[config.mk]
export PLATFORM = sky130hd
export DESIGN_NAME = param_shift_engine
export DESIGN_NICKNAME = d
export VERILOG_FILES = /design/src/rtl/shift_pkg.sv /design/src/rtl/shift_deser_stage.sv /design/src/rtl/param_shift_engine.sv
export SDC_FILE = /design/constraint.sdc
export NUM_CORES = 1
export LEC_CHECK = 0
export BUFFER_PORTS_ARGS = -buffer_cell sky130_fd_sc_hd__buf_2
export CORE_MARGIN = 1.5
export CORE_UTILIZATION = 53
export CTS_CLUSTER_DIAMETER = 50
export CTS_CLUSTER_SIZE = 12
export DETAILED_ROUTE_END_ITERATION = 7
export GPL_TIMING_DRIVEN = 0
export PLACE_DENSITY = 0.79
export SYNTH_ARGS = -nofsm -noshare
export SYNTH_HDL_FRONTEND = slang
export SYNTH_SLANG_ARGS = --single-unit
[constraint.sdc]
create_clock -name clk -period 1.7 [get_ports clk]
set_clock_uncertainty 0.2 [all_clocks]
set_input_delay 0.17 -clock clk [delete_from_list [all_inputs] [get_ports clk]]
set_output_delay 0.17 -clock clk [all_outputs]
set_load 0.02 [all_outputs]
[src/rtl/shift_pkg.sv]
// Shared definitions for the universal shift engine: mode encodings and
// the frame-size helper used to size the deserializer staging register.
package shift_pkg;

  localparam logic [2:0] MODE_HOLD  = 3'b000;
  localparam logic [2:0] MODE_SHR   = 3'b001;
  localparam logic [2:0] MODE_SHL   = 3'b010;
  localparam logic [2:0] MODE_ROR   = 3'b011;
  localparam logic [2:0] MODE_ROL   = 3'b100;
  localparam logic [2:0] MODE_LOAD  = 3'b101;
  localparam logic [2:0] MODE_DESER = 3'b110;
  localparam logic [2:0] MODE_ASR   = 3'b111;

  function automatic int chunks_f(input int width, input int shift_w);
    return (width + shift_w - 1) / shift_w;
  endfunction

endpackage

[src/rtl/shift_deser_stage.sv]
// Deserializer staging register and chunk counter; flags the cycle in which
// a complete frame is ready and presents the frame for the main register.
module shift_deser_stage
  import shift_pkg::*;
#(
  parameter int WIDTH   = 8,
  parameter int SHIFT_W = 3
) (
  input  logic               clk,
  input  logic               reset,
  input  logic               en_i,
  input  logic [2:0]         mode_i,
  input  logic [SHIFT_W-1:0] serial_in_i,
  output logic [WIDTH-1:0]   frame_o,
  output logic               commit_o,
  output logic               pending_o
);

  localparam int CHUNKS  = chunks_f(WIDTH, SHIFT_W);
  localparam int STAGE_W = CHUNKS * SHIFT_W;
  localparam int CNT_W   = (CHUNKS > 1) ? $clog2(CHUNKS) : 1;
  localparam logic [CNT_W-1:0] LAST_CNT = CNT_W'(CHUNKS - 1);

  logic [STAGE_W-1:0] stage_q, stage_d, stage_shift;
  logic [CNT_W-1:0]   cnt_q, cnt_d;
  logic               unused_bits;

  assign stage_shift = {serial_in_i, stage_q[STAGE_W-1:SHIFT_W]};
  assign frame_o     = stage_shift[WIDTH-1:0];
  assign pending_o   = (cnt_q != '0);
  // Lowest chunk falls off the shift and padding bits above WIDTH are dropped.
  assign unused_bits = ^{stage_q[SHIFT_W-1:0], stage_shift};

  always_comb begin
    stage_d  = stage_q;
    cnt_d    = cnt_q;
    commit_o = 1'b0;
    if (en_i) begin
      case (mode_i)
        MODE_HOLD: ;
        MODE_DESER: begin
          stage_d = stage_shift;
          if (cnt_q == LAST_CNT) begin
            commit_o = 1'b1;
            cnt_d    = '0;
          end else begin
            cnt_d = cnt_q + 1'b1;
          end
        end
        // Any other operation abandons the partial frame; stage goes stale.
        default: cnt_d = '0;
      endcase
    end
  end

  always_ff @(posedge clk or negedge reset) begin
    if (!reset) begin
      stage_q <= '0;
      cnt_q   <= '0;
    end else begin
      stage_q <= stage_d;
      cnt_q   <= cnt_d;
    end
  end

endmodule

[src/rtl/param_shift_engine.sv]
// Universal WIDTH-bit shift register: shifts/rotates SHIFT_W bits per cycle,
// parallel load, and serial-chunk deserialization into the main register.
module param_shift_engine
  import shift_pkg::*;
#(
  parameter int WIDTH   = 8,
  parameter int SHIFT_W = 3
) (
  input  logic               clk,
  input  logic               reset,
  input  logic               en,
  input  logic [2:0]         mode,
  input  logic [SHIFT_W-1:0] serial_in,
  input  logic [WIDTH-1:0]   parallel_in,
  output logic [WIDTH-1:0]   parallel_output,
  output logic [SHIFT_W-1:0] serial_out,
  output logic               frame_done,
  output logic               frame_pending
);

  logic [WIDTH-1:0]   d_q, d_d, frame;
  logic [SHIFT_W-1:0] so_q, so_d;
  logic               done_q, done_d;
  logic               commit;

  shift_deser_stage #(.WIDTH(WIDTH), .SHIFT_W(SHIFT_W)) u_deser (
    .clk         (clk),
    .reset       (reset),
    .en_i        (en),
    .mode_i      (mode),
    .serial_in_i (serial_in),
    .frame_o     (frame),
    .commit_o    (commit),
    .pending_o   (frame_pending)
  );

  always_comb begin
    d_d    = d_q;
    so_d   = so_q;
    done_d = 1'b0;
    if (en) begin
      case (mode)
        MODE_HOLD: ;
        MODE_SHR: begin
          d_d  = {serial_in, d_q[WIDTH-1:SHIFT_W]};
          so_d = d_q[SHIFT_W-1:0];
        end
        MODE_SHL: begin
          d_d  = {d_q[WIDTH-1-SHIFT_W:0], serial_in};
          so_d = d_q[WIDTH-1 -: SHIFT_W];
        end
        MODE_ROR: begin
          d_d  = {d_q[SHIFT_W-1:0], d_q[WIDTH-1:SHIFT_W]};
          so_d = d_q[SHIFT_W-1:0];
        end
        MODE_ROL: begin
          d_d  = {d_q[WIDTH-1-SHIFT_W:0], d_q[WIDTH-1 -: SHIFT_W]};
          so_d = d_q[WIDTH-1 -: SHIFT_W];
        end
        MODE_LOAD: d_d = parallel_in;
        MODE_DESER: begin
          if (commit) begin
            d_d    = frame;
            done_d = 1'b1;
          end
        end
        MODE_ASR: begin
          d_d  = {{SHIFT_W{d_q[WIDTH-1]}}, d_q[WIDTH-1:SHIFT_W]};
          so_d = d_q[SHIFT_W-1:0];
        end
        default: ;
      endcase
    end
  end

  always_ff @(posedge clk or negedge reset) begin
    if (!reset) begin
      d_q    <= '0;
      so_q   <= '0;
      done_q <= 1'b0;
    end else begin
      d_q    <= d_d;
      so_q   <= so_d;
      done_q <= done_d;
    end
  end

  assign parallel_output = d_q;
  assign serial_out      = so_q;
  assign frame_done      = done_q;

endmodule

==> Word level (Yosys, flattened, before mapping) <==
Index checks and enable logic that the tools add are counted.
{ "op_classes": {"addsub": 1, "reduce_logical": 12, "n_eq_ne": 9, "muxes": 11, "n_bitwise": 2} }
{ "ops": {"columns": ["op", "n"], "rows": [
  ["case mux 8 bit (7 select lines)", 1],
  ["== test 3 bit (second input constant)", 4],
  ["two-way mux 8 bit", 1],
  ["nonzero test 7 bit", 1],
  ["== test 3 x 2 -> 1 bit (second input constant)", 2],
  ["two-way mux 1 bit", 6],
  ["case mux 3 bit (2 select lines)", 1],
  ["AND reduction 2 bit", 3],
  ["nonzero test 6 bit", 1],
  ["case mux 2 bit (2 select lines)", 1],
  ["AND reduction 4 bit", 1],
  ["nonzero test 2 bit", 2],
  ["== test 3 x 1 -> 1 bit (second input constant)", 1],
  ["logical NOT 3 bit", 1],
  ["AND reduction 3 bit", 1],
  ["OR reduction 3 bit", 1],
  ["adder 2 x 1 -> 2 bit (second input constant)", 1],
  ["== test 2 bit (second input constant)", 1],
  ["two-way mux 2 bit", 1],
  ["!= test 2 bit (second input constant)", 1],
  ["NOT 1 bit", 2],
  ["OR reduction 2 bit", 1]
]} }
{ "totals": {"wordCells": 41, "out_inout_bits": 13, "in_bits": 17, "regBits": 23} }

==> Depth between registers and ports, before layout <==
Gate-level depths: netlist of run 1.
{ "depth": {"word_depth": 7, "depth_mapped": 6, "depth_no_buf": 4} }

==> By module <==
Synthesis of run 1 repeated with hierarchy kept, for this count alone.
{ "unflattened": {"cells_unflattened": 146, "area_unflattened_um2": 1413.9} }
{ "modules_own_cells": {"columns": ["mod", "seq_area_each_um2", "cells_per_inst", "n_inst", "area_per_inst_um2"], "rows": [
  ["param_shift_engine", 300.3, 123, 1, 1062.3],
  ["shift_deser_stage", 200.2, 23, 1, 351.6]
]} }

==> Least setup slack after synthesis of run 1 <==
Ideal clock, no wire load.
{ "synth_timing": {"path_kind": "flip-flop to flip-flop", "startpoint": "reg d_q[7] (netlist: parallel_output[7])", "endpoint": "reg d_q[5] (netlist: parallel_output[5])", "setup_slack_ns": 0.213, "required_time_ns": 1.367, "setup_time_ns": 0.133, "arrival_ns": 1.154, "synth_period_minus_slack_ns": 1.487, "path_stages_with_launch": 5, "path_cell_list": "dfrtp_1 nand3_1 o21ai_0 a2111oi_2 o31ai_1"} }
{ "synth_between": {"elab_chain_cells": 1} }
{ "synth_lines": {"columns": ["element", "line", "source"], "rows": [
  ["start, declared", "param_shift_engine.sv:21", "logic [WIDTH-1:0] d_q, d_d, frame;"],
  ["start signal, assigned", "param_shift_engine.sv:78", "d_q <= '0;"],
  ["start signal, assigned", "param_shift_engine.sv:82", "d_q <= d_d;"],
  ["case mux 8 bit (7 select lines)", "param_shift_engine.sv:42", "case (mode)"]
]} }
No other way between the ends.
A chain may end at the register's enable or synchronous reset.

==> Worst setup path after layout of run 1 <==
{ "layout_timing": {"startpoint": "in serial_in[0]", "endpoint": "reg d_q[6] (netlist: parallel_output[6])"} }
{ "layout_between": {"elab_chain_cells": 2} }
{ "layout_lines": {"columns": ["element", "line", "source"], "rows": [
  ["start, declared", "param_shift_engine.sv:13", "input logic [SHIFT_W-1:0] serial_in,"],
  ["two-way mux 8 bit", "param_shift_engine.sv:62", "if (commit) begin"],
  ["case mux 8 bit (7 select lines)", "param_shift_engine.sv:42", null]
]} }
No other way between the ends. The select of a mux whose other input is x is not followed.

==> results of run 1 <==
==> worst paths after layout <==
path                                             endpoint  cells after the start  slack (ps)
setup / recovery           parallel_output[6]$_DFFE_PN0P_                      6          60
hold / removal             parallel_output[1]$_DFFE_PN0P_                      4          40
setup reg to reg           parallel_output[2]$_DFFE_PN0P_                      5         110
hold reg to reg                 serial_out[2]$_DFFE_PN0P_                      2         300
max in group asynchronous    u_deser.cnt_q[0]$_DFFE_PN0P_                      2         870
min in group asynchronous  parallel_output[5]$_DFFE_PN0P_                      2         120
==> cell usage after synthesis, types with 2 or more instances <==
cell type,instances,area (um^2)
dfrtp_1,20,500
nand2_1,18,67.6
a21oi_1,8,40.0
buf_2,8,40.0
o21ai_1,8,40.0
mux2i_1,6,60.1
nand2b_1,5,31.3
nor3_1,5,25.0
inv_1,4,15.0
a311oi_1,3,26.3
mux2_1,3,33.8
mux2_2,3,33.8
nand3b_1,3,22.5
nor2_1,3,11.3
o21ai_0,3,15.0
o2bb2ai_1,3,26.3
o31ai_1,3,22.5
a211o_1,2,17.5
a211oi_1,2,15.0
a22o_1,2,17.5
a22oi_1,2,15.0
and3_1,2,12.5
and3b_1,2,17.5
nand3_1,2,10.0
nor2b_1,2,12.5
nor3b_1,2,15.0
o211ai_1,2,15.0
o22ai_1,2,12.5
==> flip-flops by register name (all words and copies together) (netlist names) <==
name / flops
parallel_output: 8
u_deser.stage_q: 6
serial_out: 3
u_deser.cnt_q: 2
frame_done: 1
==> through the flow <==
| stage | hold WS (ps) | cell area [um^2] | total power, uW | std cells |
|---|---|---|---|---|
| floorplan | -326 | 1320 | 971 | 143 |
| global placement | -66.3 | 1500 | 1120 | 200 |
| detailed placement | -59.0 | 1500 | 1140 | 200 |
| CTS | 39.8 | 1600 | 1540 | 209 |
| global route | 68.0 | 1600 | 1630 | 209 |
| finish | 43.2 | 1600 | 1540 | 209 |
==> report_power, final <==
group | total (uW) | internal (uW) | switching [uW]
sequential | 681 | 573 | 108
combinational | 466 | 202 | 264
clock | 395 | 239 | 157
==> per-layer routing <==
| metal | routed length (um) | global-route usage [%] |
|---|---|---|
| met5 | 0 | 0 |
| met4 | 95 | 9.83 |
| met3 | 181 | 2.82 |
| met2 | 1650 | 46.9 |
| met1 | 1500 | 35.3 |
==> cells by family (layout without fill, tap and decap cells) <==
kind of cell           count (synthesis)  in the layout  synth area share, %
AND/OR/NAND/NOR                       48             48                 19.8
AO/OA/AOI/OAI                         46             46                 25.4
flip-flops                            20             20                 37.9
buffers and inverters                 15             53                 5.88
multiplexers                          12             12                 9.67
XOR/XNOR                               2              2                 1.33
==> final cells by class <==
cell class | instances | share of cell area [%]
plain buffers | 10 | 3.67
clock buffers | 3 | 1.41
clock inverters | 1 | 1.87
inverters | 5 | 1.17
multi-input cells | 108 | 46.3
flip-flops and latches | 20 | 31.2
well taps | 28 | 2.19
repair buffers | 34 | 12.2
==> timing repair <==
| item | CTS | global route |
|---|---|---|
| hold endpoints to repair | 25 | 0 |
| buffers inserted | 0 | 0 |
| setup endpoints to repair | 0 | 0 |
| hold buffers | 5 | 0 |
==> worst min-delay path, cell delays in order <==
cell and delay [ps]:
buf_2 80, o2bb2ai_1 110, a311oi_1 50, o21ai_1 110
==> summary.txt, run 1 <==
Status
  • Status: finished, final reports clean

Setup path
  • Worst Path Arrival: roughly 1600 ps
  • Slowest-stage cell, CP: dlygate4sd3_1
  • Top delay family on crit path: buffers and inverters
  • Element type at the critical path start: primary input
  • Worst Path Required: 1700 ps
  • Crit-path max FO: 4
  • Crit path buf inv count: 2
  • Worst-path cell chain: dlygate4sd3_1 > buf_2 > and4b_1 > a221o_1 > a211oi_1 > o31ai_1
  • Crit. End Element: register
  • Reg2Reg Launch Point: u_deser.cnt_q[1]$_DFFE_PN0P_
  • CP startpoint: serial_in[0]
  • Slowest Stage Delay on Critical Path: between 500 and 600 ps
  • Critical path type: primary input to register

Clock tree
  • CTS resizes: 0
  • TritonCTS clock tree: built
  • CTS root buf: clkbuf_4
  • Clock buffer depth: 2
  • TritonCTS buffer count: 3
  • Clock transition at path regs: 120 ps
  • Clock Latency Late Sink: between 300 and 400 ps
  • Number of H-tree levels: 1
  • Num Clock Sinks: 20

Synth
  • Yosys reg bits: 20
  • Count of different cell masters after synthesis: 43
  • Yosys Warn Count: 0
  • Syn avg cell area: 9.23 um^2
  • Synth Instances: ~140
  • Ys flop type: dfrtp_1
  • Post-Syn Area: 1320 um^2
  • Async set or reset register ratio after synthesis: between 90% and 100%
  • Synthesized Nets: 160
  • Post-synth EDFFs: 0
  • Sequential share of the synthesized area: 37.9%

Global route
  • Initial antenna violation count: 0
  • Grt ovf: 0
  • Vias in the first global route: 1186
  • Global-route wire length before repair: 5440 um
  • Overall routing resource usage: 27.3%
  • Largest net degree at the start of global routing: 21

Die
  • I/O pins: 30
  • Initial core utilization: 58.0%
  • Die height: 52.9 um
  • Die ar.: roughly 2800 um^2
  • Die width: between 50 and 60 um
  • Num rows: 17
  • Area of the core: 2280 um^2

Routing
  • DR vias/cell: ~6.2
  • Vias post-DR: around 1300
  • Routed WL: 3430 um
  • DRC Markers: 0
  • WL/cell: 16.4 um
  • Iteration-0 DRC Markers: 40
  • Antenna viol nets, final: 0
  • Drt first pass iters: 4

Worst hold path
  • Hold Path Class: primary input to register
  • Hold Startpoint: parallel_in[1]

Final layout
  • Layout cells sized above 1: 29.3%
  • Commonest non-fill, non-tap cells in the layout: buf_2 (37), dfrtp_1 (20), nand2_1 (18)
  • Filler cell count: 198
  • Post-layout util: 70.4%
  • N_diodes: 0
  • Final nets: 199
  • Reg area: 500 um^2
  • Syn-to-layout area delta: 21.4%
  • Area of the multi-input gates: 742 um^2
  • Commonest non-fill, non-tap cell in the layout: buf_2

Timing
  • Actual slew at the worst max-slew pin: between 500 and 600 ps
  • Slew headroom: 66.6%
  • Setup tns final: 0 ps
  • Max Fclk: 611 MHz
  • Final worst path period need: 1640 ps
  • Tcrit/Tclk final: 96.2%
  • RSZ-0062 raised after global routing: false
  • Setup slack after layout: roughly 64 ps
  • Final setup fails: 0
  • Final Max Tran Viols: 0
  • Fin. Hold Viols: 0

Placed design
  • PortBufs: 29
  • DP Wirelength: around 2500 um
  • GPL Wtd Cong: 0.948
  • Worst slack at placement: between 100 and 150 ps

Power
  • Max VDD drop: 731 uV
  • P per Cell Area: 962 nW/um^2
  • Leak: 0.000756 uW

Run
  • Max_cap viols: 0
(Power assumes the default switching activity.)
==> run 2: changes to the inputs <==
==> constraint.sdc (replaced) <==
create_clock -name clk -period 1.7 [get_ports clk]
set_clock_uncertainty 0.2 [all_clocks]
set_input_delay 0.085 -clock clk [delete_from_list [all_inputs] [get_ports clk]]
set_output_delay 0.085 -clock clk [all_outputs]
set_load 0.02 [all_outputs]
==> run 2 against run 1 <==
Flip-flop and latch count stayed put. Sequential share of layout area down 0.57 points. Count of clock-buffer cells in the layout unchanged. Critical path depth is 1 lower. Critical path type is now register to register.
==> summary.txt, run 2 (synthesized netlist as in run 1, its figures left out) <==
Placed design
  • Post-DP Area: roughly 1500 um^2
  • Placed Cells: 200
  • GPL Wtd Cong: 0.948
  • DP Wirelength: between 2000 and 2500 um
  • PortBufs: 29

Final layout
  • Syn-to-layout area delta: 23.7%
  • Final cell count without fillers: 212
  • Largest register FFs: 8
  • Commonest non-fill, non-tap cells in the layout: buf_2 (37), dfrtp_1 (20), nand2_1 (18)
  • Commonest non-fill, non-tap cell in the layout: buf_2
  • Layout cells sized above 1: between 20 and 30%
  • Final instance area: 1630 um^2
  • Final nets: 202
  • Post-layout util: 71.7%
  • N_diodes: 0

Routing
  • DRC Markers: 0
  • Antenna viol nets, final: 0
  • Vias post-DR: approximately 1300
  • WL/cell: between 15 and 20 um
  • Drt first pass iters: 4
  • Routed WL: 3430 um
  • Iteration-0 DRC Markers: 33
  • DR vias/cell: 6.11

Timing
  • Actual slew at the worst max-slew pin: 502 ps
  • Max Fclk: 629 MHz
  • RSZ-0062 raised after global routing: false
  • Setup tns final: 0 ps
  • Final worst path period need: 1590 ps
  • Slew headroom: 66.5%
  • Final setup fails: 0
  • Final Max Tran Viols: 0
  • Fin. Hold Viols: 0
  • Tcrit/Tclk final: 93.5%

Clock tree
  • TritonCTS buffer count: 3
  • Clock buffer depth: 2
  • Clock transition at path regs: ~120 ps
  • CTS resizes: 0
  • Clock Latency Late Sink: about 310 ps
  • TritonCTS clock tree: built
  • Num Clock Sinks: 20
  • CTS root buf: clkbuf_4
  • Number of H-tree levels: 1

Setup path
  • Worst-path cell chain: nor2b_1 > o31ai_4 > buf_6 > nand2_1 > o21ai_1
  • Element type at the critical path start: register
  • Critical path type: register to register
  • Worst Path Arrival: between 1500 and 2000 ps
  • Crit. End Element: register
  • Slowest Stage Delay on Critical Path: 440 ps
  • Worst Path Required: about 1700 ps
  • Crit-path max FO: 10
  • Slowest-stage cell, CP: dfrtp_1

Die
  • I/O pins: 30
  • Die height: 52.9 um
  • Die ar.: 2800 um^2
  • Num rows: 17
  • Initial core utilization: between 50 and 60%
  • Area of the core: 2280 um^2
  • Die width: 52.9 um

Global route
  • Initial antenna violation count: 0
  • Overall routing resource usage: 27.6%
  • Vias in the first global route: 1193
  • Grt ovf: 0
  • Largest net degree at the start of global routing: 21
  • Global-route wire length before repair: 5500 um

Run
  • Max_cap viols: 0

Power
  • Max VDD drop: 731 uV
  • P per Cell Area: 946 nW/um^2
  • Power Total: 1540 uW
  • Leak: ~0.00077 uW

Worst hold path
  • Hold Path Class: primary input to asynchronous set/reset pin

Status
  • Status: finished, final reports clean
## run 2: changes by cell type in the layout (fill, tap and decap cells not counted), sizes merged
cell,previous run,this run
dlygate4sd3,5,8
## run 2: final cells by class
cell class              count  area, um^2
inverters                   5        18.8
fillers                   190         643
well taps                  28        35.0
plain buffers              10        58.8
clock buffers               3        22.5
repair buffers             37         225
multi-input cells         108         742
flip-flops and latches     20         500
clock inverters             1        30.0
## run 2: power breakdown
group	switching [uW]	internal, uW	total (uW)
combinational	265	206	471
clock	155	238	393
sequential	107	573	680
total	526	1020	1540
## run 2: metrics by stage
step / hold WS (ps) / worst slack (ps)
floorplan: -411 / 213
global placement: -151 / 163
detailed placement: -144 / 136
CTS: 50.5 / 117
global route: 77.4 / 24.6
finish: 34.0 / 110
## run 2: worst paths after layout
check / start / endpoint / slack [ps] / cells past startpoint
max: u_deser.cnt_q[1]$_DFFE_PN0P_ / parallel_output[2]$_DFFE_PN0P_ / 110 / 5
min: reset / serial_out[2]$_DFFE_PN0P_ / 30 / 2
max reg2reg: u_deser.cnt_q[1]$_DFFE_PN0P_ / parallel_output[2]$_DFFE_PN0P_ / 110 / 5
min reg2reg: serial_out[2]$_DFFE_PN0P_ / serial_out[2]$_DFFE_PN0P_ / 300 / 2
max in group asynchronous: reset / u_deser.cnt_q[0]$_DFFE_PN0P_ / 960 / 2
min in group clk: mode[2] / parallel_output[0]$_DFFE_PN0P_ / 100 / 4
## run 2: critical path, delay by kind of cell (launching register included)
family | cells | cell delay (ps)
compound gates | 2 | 460
buf+inv | 1 | 190
flops | 1 | 440
simple gates | 2 | 220
## run 2: what timing repair did
action | in CTS | in global routing
hold buffers | 8 | 0
buffers inserted | 0 | 0
endpoints found under the hold margin | 31 | 0
## run 2: metal layers
layer | global-route usage, % | up-vias | part of all wire (%)
met2 | 48.1 | 62 | 48
met3 | 2.82 | 11 | 6.6
met1 | 35.3 | 612 | 43
li1 | - | 611 | -
met5 | 0 | - | 0
met4 | 9.83 | 0 | 2.2
